--- src/rtl/mcs_io_master.sv ---
// MCS IO-bus master: one command at a time, strobe, wait for io_ready, respond.
// Optional WAIT timeout is built when MCS_IO_MASTER_TIMEOUT_EN is defined.
module mcs_io_master #(
  parameter int unsigned TIMEOUT = 255
) (
  input  logic        clk,
  input  logic        reset,
  input  logic        cmd_valid,
  output logic        cmd_ready,
  input  logic        cmd_wr,
  input  logic [31:0] cmd_addr,
  input  logic [31:0] cmd_wdata,
  input  logic [3:0]  cmd_be,
  output logic        rsp_valid,
  output logic [31:0] rsp_rdata,
  output logic        rsp_err,
  output logic        io_addr_strobe,
  output logic        io_read_strobe,
  output logic        io_write_strobe,
  output logic [3:0]  io_byte_enable,
  output logic [31:0] io_address,
  output logic [31:0] io_write_data,
  input  logic [31:0] io_read_data,
  input  logic        io_ready
);

  typedef enum logic [1:0] {
    IDLE,
    STROBE,
    WAIT,
    RESP
  } state_t;

  state_t state;
  logic   wr_q;

`ifdef MCS_IO_MASTER_TIMEOUT_EN
  localparam logic [15:0] TMO = 16'(TIMEOUT);

  logic [15:0] cnt;
  logic [15:0] cnt_inc;
  logic        expire;
  logic        err_q;

  // saturate rather than wrap
  assign cnt_inc = (cnt == 16'hFFFF) ? cnt : cnt + 16'd1;
  assign expire  = (cnt_inc >= TMO);
  assign rsp_err = err_q;
`else
  assign rsp_err = 1'b0;
`endif

  always_ff @(posedge clk or posedge reset) begin
    if (reset) begin
      state           <= IDLE;
      cmd_ready       <= 1'b1;
      wr_q            <= 1'b0;
      rsp_valid       <= 1'b0;
      rsp_rdata       <= '0;
      io_addr_strobe  <= 1'b0;
      io_read_strobe  <= 1'b0;
      io_write_strobe <= 1'b0;
      io_byte_enable  <= '0;
      io_address      <= '0;
      io_write_data   <= '0;
`ifdef MCS_IO_MASTER_TIMEOUT_EN
      cnt             <= '0;
      err_q           <= 1'b0;
`endif
    end else begin
      rsp_valid <= 1'b0;
      unique case (state)
        IDLE: begin
          if (cmd_valid) begin
            state           <= STROBE;
            cmd_ready       <= 1'b0;
            wr_q            <= cmd_wr;
            io_address      <= cmd_addr;
            io_write_data   <= cmd_wdata;
            io_byte_enable  <= cmd_be;
            io_addr_strobe  <= 1'b1;
            io_write_strobe <= cmd_wr;
            io_read_strobe  <= ~cmd_wr;
`ifdef MCS_IO_MASTER_TIMEOUT_EN
            cnt             <= '0;
`endif
          end
        end
        STROBE: begin
          io_addr_strobe  <= 1'b0;
          io_write_strobe <= 1'b0;
          io_read_strobe  <= 1'b0;
          if (io_ready) begin
            state     <= RESP;
            rsp_valid <= 1'b1;
            rsp_rdata <= wr_q ? 32'h0 : io_read_data;
`ifdef MCS_IO_MASTER_TIMEOUT_EN
            err_q     <= 1'b0;
`endif
          end else begin
            state <= WAIT;
          end
        end
        WAIT: begin
          // io_ready has priority over an expiring counter
          if (io_ready) begin
            state     <= RESP;
            rsp_valid <= 1'b1;
            rsp_rdata <= wr_q ? 32'h0 : io_read_data;
`ifdef MCS_IO_MASTER_TIMEOUT_EN
            err_q     <= 1'b0;
`endif
          end
`ifdef MCS_IO_MASTER_TIMEOUT_EN
          else begin
            cnt <= cnt_inc;
            if (expire) begin
              state     <= RESP;
              rsp_valid <= 1'b1;
              rsp_rdata <= '0;
              err_q     <= 1'b1;
            end
          end
`endif
        end
        RESP: begin
          state     <= IDLE;
          cmd_ready <= 1'b1;
        end
        default: begin
          state     <= IDLE;
          cmd_ready <= 1'b1;
        end
      endcase
    end
  end

endmodule

--- config.mk ---
export PLATFORM = sky130hd
export DESIGN_NAME = mcs_io_master
export DESIGN_NICKNAME = d
export VERILOG_FILES = /design/src/rtl/mcs_io_master.sv
export SDC_FILE = /design/constraint.sdc
export NUM_CORES = 1
export LEC_CHECK = 0
export ABC_CLOCK_PERIOD_IN_PS = 4130
export CORE_ASPECT_RATIO = 0.8
export CORE_MARGIN = 3
export CORE_UTILIZATION = 45
export CTS_CLUSTER_SIZE = 24
export DETAILED_ROUTE_END_ITERATION = 16
export DONT_BUFFER_PORTS = 1
export PLACE_DENSITY_LB_ADDON = 0.08
export SLEW_MARGIN = 20
export SYNTH_ARGS = -nofsm -noshare
export SYNTH_HDL_FRONTEND = slang
export SYNTH_SLANG_ARGS = --single-unit
--- constraint.sdc ---
create_clock -name clk -period 4.13 [get_ports clk]
set_clock_uncertainty 0.05 [all_clocks]
set_input_delay 0.826 -clock clk [delete_from_list [all_inputs] [get_ports clk]]
set_output_delay 0.826 -clock clk [all_outputs]
set_load 0.01 [all_outputs]
==> run metrics, run 1 <==
leakage=0.00207 uW; final instance area=4660 sq um; #FFs+latches synth=108; Hold Path Class=in -> async; shortest period the worst path allows=2150 ps; Area contributors post-synth=dfrtp_1 62%, mux2_2 17%, nand2b_1 4.8%; relative slew slack=35.9%; n_diodes=0; CP peak stage delay=520 ps; Main synth FF type=dfrtp_1; Placement Cell Area=4360 sq um; CTS tree=done; dpl hpwl=6280 um; area leader, netlist=dfrtp_1; DRT iter0 DRCs=104; Worst setup EP type=register; die height=93.7 um; YS warnings=0; Mapped Nets=435; DR vias=2274; io pins=211; CTS Sinks=108; fin nets=430; Slew Limit Fails=0; global-route wire length before repair=12900 um; synthesized instance count=324; Pre-antenna DRT Iters=4; num rows=31; Clk pin slew, worst setup/hold paths=70 ps; Yosys cell types=24; postcts setup bufs=0; outcome=finished clean; final worst-path cycle share=52.1%; Synth Cell Area=4320 sq um; drt drc=0; hold bufs inserted after CTS=0; share of layout cells above drive strength 1=26.2%; clock tree buffer depth=2; Tot GR Track Use=15.8%; Slew @ Worst Pin=958 ps; Port Buf Inserts=0; max frequency=465 MHz; largest net degree at the start of global routing=71; starting density of the core=47.0%; syn_area_per_cell=13.3 sq um; max_cap viols=0; post-route ant nets=0; area grow syn2layout=7.87%; final hold viol count=0; Power Dens Cells=860 nW/um^2; Crit-path slowest cell=mux2_1; wirelength, routed=8660 um; crit-path cells=inv_1 -> ha_1 -> nand2_4 -> mux2_1; VDD IR max=0.501 mV; share of the synthesized area in the top cell type=62.0%; area of the multi-input gates=1470 sq um; sequential element share of the synthesized area=62.6%; Via density=5.18; Root Buffer=clkbuf_16; vias in the first global route=2385; filler instances=831; GR Overflow Total=0; Setup TNS=0 ps; core area=9190 sq um; Worst Path Arrival=2320 ps; highest net fanout along the worst path=70; DIE AREA=10800 sq um; Resized Gates After CTS=0; crit start category=register; Data required, critical path=4300 ps; clock latency on the worst-skew pair=340 ps; RePlAce Congestion=0.681; Die X=116 um; Setup CP Type=reg -> reg; number of antenna violations at the first check in global routing=0; top cell types by occurrence after synthesis=107 x dfrtp_1, 64 x mux2_2, 35 x nand2_1, 35 x o21ai_0, 33 x nand2b_1; final setup vio count=0; Num CTS Buffers=9; most common cell in the synthesized netlist=dfrtp_1; register area=2700 sq um; Post-synth EDFFs=0; CTS H-Tree Depth=3; asr flop ratio synth=100%; RSZ-0062 raised after global routing=false; Avg WL per Cell=19.7 um
==> metal layers <==
layer  global-route usage, %  vias to the layer above  share of wire, %
li1                        -                     1073                 -
met1                    17.9                     1079                38
met2                    26.0                      112                51
met3                    7.21                       10                10
met4                    5.87                        0               1.4
met5                       0                        -                 0
==> through the flow <==
step / util (%) / power (uW) / setup WS, ps / std cells / hold WS (ps)
after floorplan: - / 2960 / 410 / 324 / 460
after global placement: 47.4 / 3160 / 2020 / 423 / 489
after detailed placement: 47.4 / 3210 / 1960 / 423 / 494
after CTS: 50.7 / 4080 / 1960 / 439 / 460
after global routing: 50.7 / 4300 / 1810 / 439 / 496
final: 50.7 / 4010 / 1980 / 439 / 435
==> final cells by class <==
type | count | share of cell area [%]
inverters | 6 | 0.537
clock buffers | 11 | 5.21
well taps | 115 | 3.09
clock inverters | 5 | 1.32
multi-input cells | 192 | 31.5
repair buffers | 2 | 0.322
flip-flops and latches | 108 | 58.0
==> cells in the final DEF (no fill, tap or decap) <==
cell type and instances:
o31ai_1 1, o21ai_0 35, clkinv_4 1, mux2i_1 1, clkbuf_1 1, o221ai_1 1, mux2_1 6, bufinv_16 1
a21oi_1 1, buf_4 2, dfrtp_1 107, nand2_2 1, clkbuf_16 9, conb_1 1, nor2_1 3, clkinvlp_4 3
a211o_1 1, ha_1 6, a2bb2oi_1 1, nand2_1 34, nand3b_1 1, mux2_2 64, nand2b_1 33, inv_4 1
a22o_1 1, nand2_4 1, clkbuf_8 1, dfstp_2 1, inv_1 5
==> worst paths after layout <==
path | startpoint | slack [ps] | to | depth (start not counted)
worst min register to register | cmd_ready | 490 | cmd_ready | 2
max in group asynchronous | reset | 2730 | cmd_ready | 2
min in group clk | cmd_ready | 490 | cmd_ready | 2
worst max register to register | state[0] | 1980 | io_address[16] | 4
worst min-delay path | reset | 440 | io_write_data[1] | 1
worst max-delay path | state[0] | 1980 | io_address[16] | 4
==> critical path: cells and delay by family (launching register included) <==
family	cells	cell delay (ps)
adder cells (fa/ha/maj)	1	330
buffers and inverters	1	160
flip-flops	1	420
multiplexers	1	520
AND/OR/NAND/NOR	1	500
==> power breakdown <==
group / leakage [uW] / total, uW / internal [uW] / switching (uW)
Clock: 0.000138 / 858 / 488 / 371
Sequential: 0.00131 / 2220 / 1580 / 636
Combinational: 0.000622 / 933 / 518 / 416
Total: 0.00207 / 4010 / 2580 / 1420
==> state kept, by name (all words and copies together), names as in the netlist, 2 cells and up <==
register	count
state	2
rsp_rdata	32
io_byte_enable	4
io_address	32
io_write_data	32
==> kinds of logic after synthesis <==
| kind of cell | synth area share (%) |
|---|---|
| AO/OA/AOI/OAI | 5.15 |
| adder cells (fa/ha/maj) | 1.74 |
| buffers and inverters | 3.47 |
| flip-flops | 62.6 |
| multiplexers | 18.5 |
| other | 0.0868 |
| AND/OR/NAND/NOR | 8.51 |
Power figures use the tool's default switching activity.
==> run 2, diff against run 1 <==
--- a/config.mk
+++ b/config.mk
@@ -5,7 +5,7 @@
 export SDC_FILE = /design/constraint.sdc
 export NUM_CORES = 1
 export LEC_CHECK = 0
-export ABC_CLOCK_PERIOD_IN_PS = 4130
+export ABC_CLOCK_PERIOD_IN_PS = 1800
 export CORE_ASPECT_RATIO = 0.8
 export CORE_MARGIN = 3
 export CORE_UTILIZATION = 45
==> constraint.sdc (replaced) <==
create_clock -name clk -period 1.8 [get_ports clk]
set_clock_uncertainty 0.05 [all_clocks]
set_input_delay 0.36 -clock clk [delete_from_list [all_inputs] [get_ports clk]]
set_output_delay 0.36 -clock clk [all_outputs]
set_load 0.01 [all_outputs]
==> run metrics, run 2 (same netlist as run 1, synthesis figures left out) <==
starting density of the core=47.0% (unchanged); highest net fanout along the worst path=27 (-61%); postcts setup bufs=0 (unchanged); crit start category=register; vias in the first global route=2428 (+1.8%); final worst-path cycle share=91.1% (+39 points); Hold Path Class=in -> reg; number of antenna violations at the first check in global routing=0 (unchanged); area grow syn2layout=10.8%; Power Dens Cells=1970 nW/um^2 (+130%); DRT met1 WL=3240 um (-0.83%); GR Overflow Total=0 (unchanged); Port Buf Inserts=0 (unchanged); Slew @ Worst Pin=797 ps (-161 ps); n_diodes=0 (unchanged); leakage=0.00214 uW (+3.4%); Setup TNS=0 ps (unchanged); VDD IR max=0.919 mV (+84%); die height=93.7 um (unchanged); wirelength, routed=8550 um (-1.3%); global-route wire length before repair=12700 um (-1.4%); dpl hpwl=6260 um (-0.38%); largest net degree at the start of global routing=83 (+17%); RePlAce Congestion=0.801 (+18%); DIE AREA=10800 sq um (unchanged); metal2 WL=4250 um (-3.0%); Root Buffer=clkbuf_16; Tot GR Track Use=15.6% (-0.20 points); Inst Count DP=430 (+1.7%); shortest period the worst path allows=1640 ps (-511 ps); relative slew slack=46.9% (+11 points); Num CTS Buffers=9 (unchanged); Setup WS pre-CTS=154 ps (-1810 ps); fin nets=438 (+1.9%); biggest regs=io_address: 32 flops, io_write_data: 32 flops, rsp_rdata: 32 flops; Setup CP Type=reg -> reg; CTS H-Tree Depth=3 (unchanged); final setup vio count=0 (unchanged); clock tree buffer depth=2 (unchanged); share of layout cells above drive strength 1=27.5% (+1.3 points); Avg WL per Cell=19.2 um (-2.9%); DRT iter0 DRCs=146 (+40%); post-route ant nets=0 (unchanged); Clk pin slew, worst setup/hold paths=70 ps (about the same); Via density=5.21 (+0.51%); final worst slack=160 ps (-1820 ps); RSZ-0062 raised after global routing=false; num rows=31 (unchanged); filler instances=789 (-5.1%); most frequent cells in the layout=107 x dfrtp_1, 64 x mux2_2, 35 x o21ai_0; Worst setup EP type=register; CTS tree=done; core area=9190 sq um (unchanged); Power, Total=9450 uW (+140%); Resized Gates After CTS=0 (unchanged); Max Used Layer=met4; Data required, critical path=1970 ps (-2330 ps); clock latency on the worst-skew pair=330 ps (about the same); commonest non-fill, non-tap cell in the layout=dfrtp_1; Pre-antenna DRT Iters=4 (unchanged); DR vias=2322 (+2.1%); Slew Limit Fails=0 (unchanged); max frequency=610 MHz (+31%); outcome=finished clean; hold bufs inserted after CTS=1 (+1); Non-Filler Instances=446 (+1.6%); Worst Path Arrival=1810 ps (-510 ps); max_cap viols=0 (unchanged); io pins=211 (unchanged); CTS Sinks=108 (unchanged); met3 wire len=927 um (+4.5%); final hold viol count=0 (unchanged); Die X=116 um (unchanged); drt drc=0 (unchanged); WHS=70.1 ps (-365 ps)
run 2: cell types whose count changed in the layout (fill, tap and decap cells not counted):
| cell | delta |
|---|---|
| clkinv_2 | +1 |
| clkinvlp_4 | -2 |
| buf_12 | +4 |
| dlygate4sd3_1 | +1 |
| buf_4 | +3 |
| bufinv_16 | +1 |
| inv_4 | -1 |
run 2: path summary, 6_finish.rpt:
path / cells past startpoint / from / slack [ps] / endpoint
max in group asynchronous: 3 / reset / 730 / cmd_ready
worst min-delay path: 1 / cmd_wr / 70 / io_read_strobe
worst max-delay path: 5 / state[0] / 160 / io_address[15]
worst min register to register: 2 / cmd_ready / 490 / cmd_ready
worst max register to register: 5 / state[0] / 160 / io_address[15]
min in group asynchronous: 3 / reset / 560 / io_address[9]
run 2: routing by layer:
metal  vias up  GRT usage [%]
li1       1092              -
met1      1105           17.9
met2       112           25.1
met3        13           8.11
met4         0           5.08
met5         -              0
run 2: where the power goes:
| group | switching (uW) | leakage [uW] | internal (uW) | total (uW) |
|---|---|---|---|---|
| clock network | 821 | 0.000156 | 1250 | 2070 |
| registers | 1440 | 0.00131 | 3620 | 5070 |
| logic | 996 | 0.000675 | 1320 | 2310 |
| total | 3260 | 0.00214 | 6190 | 9450 |
run 2: final cells by class:
cell class	count	area, sq um	area share, %
Timing Repair Buffer	10	128	2.67
Clock buffer	11	243	5.07
Clock inverter	4	73.8	1.54
Tap cell	115	144	3.00
Inverter	6	26.3	0.549
Sequential cell	108	2700	56.5
Multi-Input combinational cell	192	1470	30.7
run 2: worst max-delay path, stage by stage (launching register included):
cell and delay, ps:
dfrtp_1 390, inv_1 120, ha_1 270, nand2_4 130, buf_12 190, mux2_2 360
run 2: per-stage QoR:
stage	cell area, sq um	util (%)
6_report	4790	52.1
5_1_grt	4790	52.1
4_1_cts	4790	52.1
3_5_place_dp	4460	48.5
3_3_place_gp	4460	48.5
2_1_floorplan	4330	-
==> run 3, diff against run 2 <==
--- a/config.mk
+++ b/config.mk
@@ -6,7 +6,7 @@
 export NUM_CORES = 1
 export LEC_CHECK = 0
 export ABC_CLOCK_PERIOD_IN_PS = 1800
-export CORE_ASPECT_RATIO = 0.8
+export CORE_ASPECT_RATIO = 1.1
 export CORE_MARGIN = 3
 export CORE_UTILIZATION = 45
 export CTS_CLUSTER_SIZE = 24
==> run metrics, run 3 (same netlist as run 1, synthesis figures left out) <==
commonest non-fill, non-tap cell in the layout=dfrtp_1; R2R Setup Slk=160 ps (about the same); Worst setup EP type=register; num rows=36 (+16%); outcome=finished clean; number of antenna violations at the first check in global routing=0 (unchanged); VDD IR max=0.855 mV (-7.0%); CTS H-Tree Depth=3 (unchanged); hold worst-path end=io_read_strobe; Num CTS Buffers=9 (unchanged); Data required, critical path=1990 ps (+20 ps); final worst-path cycle share=90.9% (-0.20 points); Tot GR Track Use=15.8% (+0.27 points); Setup WS pre-CTS=166 ps (+12.7 ps); reg2reg end=io_address[16]; largest net degree at the start of global routing=66 (-20%); final worst slack=164 ps (+3.58 ps); RePlAce Congestion=0.749 (-6.6%); worst r2r src=state[1]; GRT Max-Usage Layer=met2; shortest period the worst path allows=1640 ps (-3.58 ps); CTS Sinks=108 (unchanged); M3 GR Usage=7.17% (-0.95 points); hold path start=cmd_wr; area grow syn2layout=9.24%; Pre-antenna DRT Iters=4 (unchanged); Setup CP Type=reg -> reg; Power Dens Cells=1900 nW/um^2 (-3.8%); relative slew slack=48.6% (+1.7 points); Hold Path Class=in -> reg; WHS Path Cells=1 (unchanged); biggest regs=io_address: 32 flops, io_write_data: 32 flops, rsp_rdata: 32 flops; clock latency on the worst-skew pair=360 ps (+30 ps); crit start category=register; dpl hpwl=6440 um (+2.9%); die height=109 um (+16%); max_cap viols=0 (unchanged); CTS tree=done; Worst Path Arrival=1830 ps (+20 ps); DR vias=2374 (+2.2%); highest net fanout along the worst path=37 (+37%); final hold viol count=0 (unchanged); max frequency=611 MHz (+0.22%); Setup TNS=0 ps (unchanged); vias in the first global route=2443 (+0.62%); Via density=5.31 (+2.0%); most frequent cells in the layout=107 x dfrtp_1, 64 x mux2_2, 35 x o21ai_0; post-route ant nets=0 (unchanged); RSZ-0062 raised after global routing=false; Clk pin slew, worst setup/hold paths=100 ps (+30 ps); DRT iter0 DRCs=85 (-42%); Die X=99.4 um (-14%); cells on worst reg2reg path=5 (unchanged); global-route wire length before repair=13200 um (+4.1%); Slew Limit Fails=0 (unchanged); n_diodes=0 (unchanged); drt drc=0 (unchanged); share of layout cells above drive strength 1=28.2% (+0.74 points); GR Overflow Total=0 (unchanged); fin nets=439 (+0.23%); starting density of the core=47.5% (+0.48 points); clock tree buffer depth=2 (unchanged); wirelength, routed=8770 um (+2.6%); M2 GR Usage=26.0% (+0.91 points); leakage=0.00211 uW (-1.6%); Avg WL per Cell=19.6 um (+2.3%); final setup vio count=0 (unchanged); GR Util met1=17.7% (-0.12 points); Port Buf Inserts=0 (unchanged); Root Buffer=clkbuf_8; core area=9100 sq um (-1.0%); io pins=211 (unchanged); Slew @ Worst Pin=771 ps (-25.6 ps); DIE AREA=10800 sq um (about the same)
[run 3: cell types whose count changed in the layout (fill, tap and decap cells not counted)]
cell        before  now
inv_6            0    1
clkinv_2         1    0
buf_4            5    4
bufinv_16        2    1
clkbuf_1         1    0
clkinvlp_4       1    2
clkbuf_8         1   11
clkbuf_16        9    0
inv_8            0    1
buf_12           4    6
[run 3: power breakdown]
| part | leakage, uW | switching, uW | internal, uW |
|---|---|---|---|
| sequential | 0.00131 | 1440 | 3610 |
| combinational | 0.000690 | 996 | 1330 |
| clock | 0.000108 | 844 | 738 |
[run 3: worst max-delay path by stage]
stage              from                 to  slack (ps)  cells after the start
6_report       state[1]     io_address[16]         160                      5
5_1_grt        state[1]     io_address[16]          40                      5
4_1_cts        state[1]     io_address[16]         150                      5
3_5_place_dp   state[1]  io_write_data[17]         170                      5
3_3_place_gp   state[1]   io_write_data[1]         230                      5
2_1_floorplan     reset     io_addr_strobe          90                      1
[run 3: worst max-delay path, stage by stage (launching register included)]
cell and delay (ps):
dfrtp_1 390, inv_1 120, ha_1 320, nand2_4 110, buf_12 180, mux2_1 330
[run 3: layer usage]
layer	wire length, um	part of all wire (%)
met1	3310	38
met2	4290	49
met3	1030	12
met4	132	1.5
met5	0	0
[run 3: what timing repair did]
item,4_1_cts,5_1_grt
endpoints found under the hold margin,16,0
setup buffers,0,0
hold buffers,1,0
resized for setup,0,0
[run 3: area by class of cell]
cell class              count  area [sq um]
fillers                   797          4380
flip-flops and latches    108          2700
multi-input cells         192          1470
repair buffers             11           160
clock buffers              11           151
well taps                 114           143
clock inverters             5          66.3
inverters                   6          26.3
[run 3: metrics by stage]
stage	std cells	power (uW)	util, %	instance area, sq um	hold WS (ps)
final	447	8960	51.9	4720	42.0
after global placement	430	7430	49.4	4490	230
after detailed placement	430	7540	49.4	4490	229
after CTS	447	9120	51.9	4720	19.4
after global routing	447	9600	51.9	4720	3.68
after floorplan	324	6800	-	4330	408
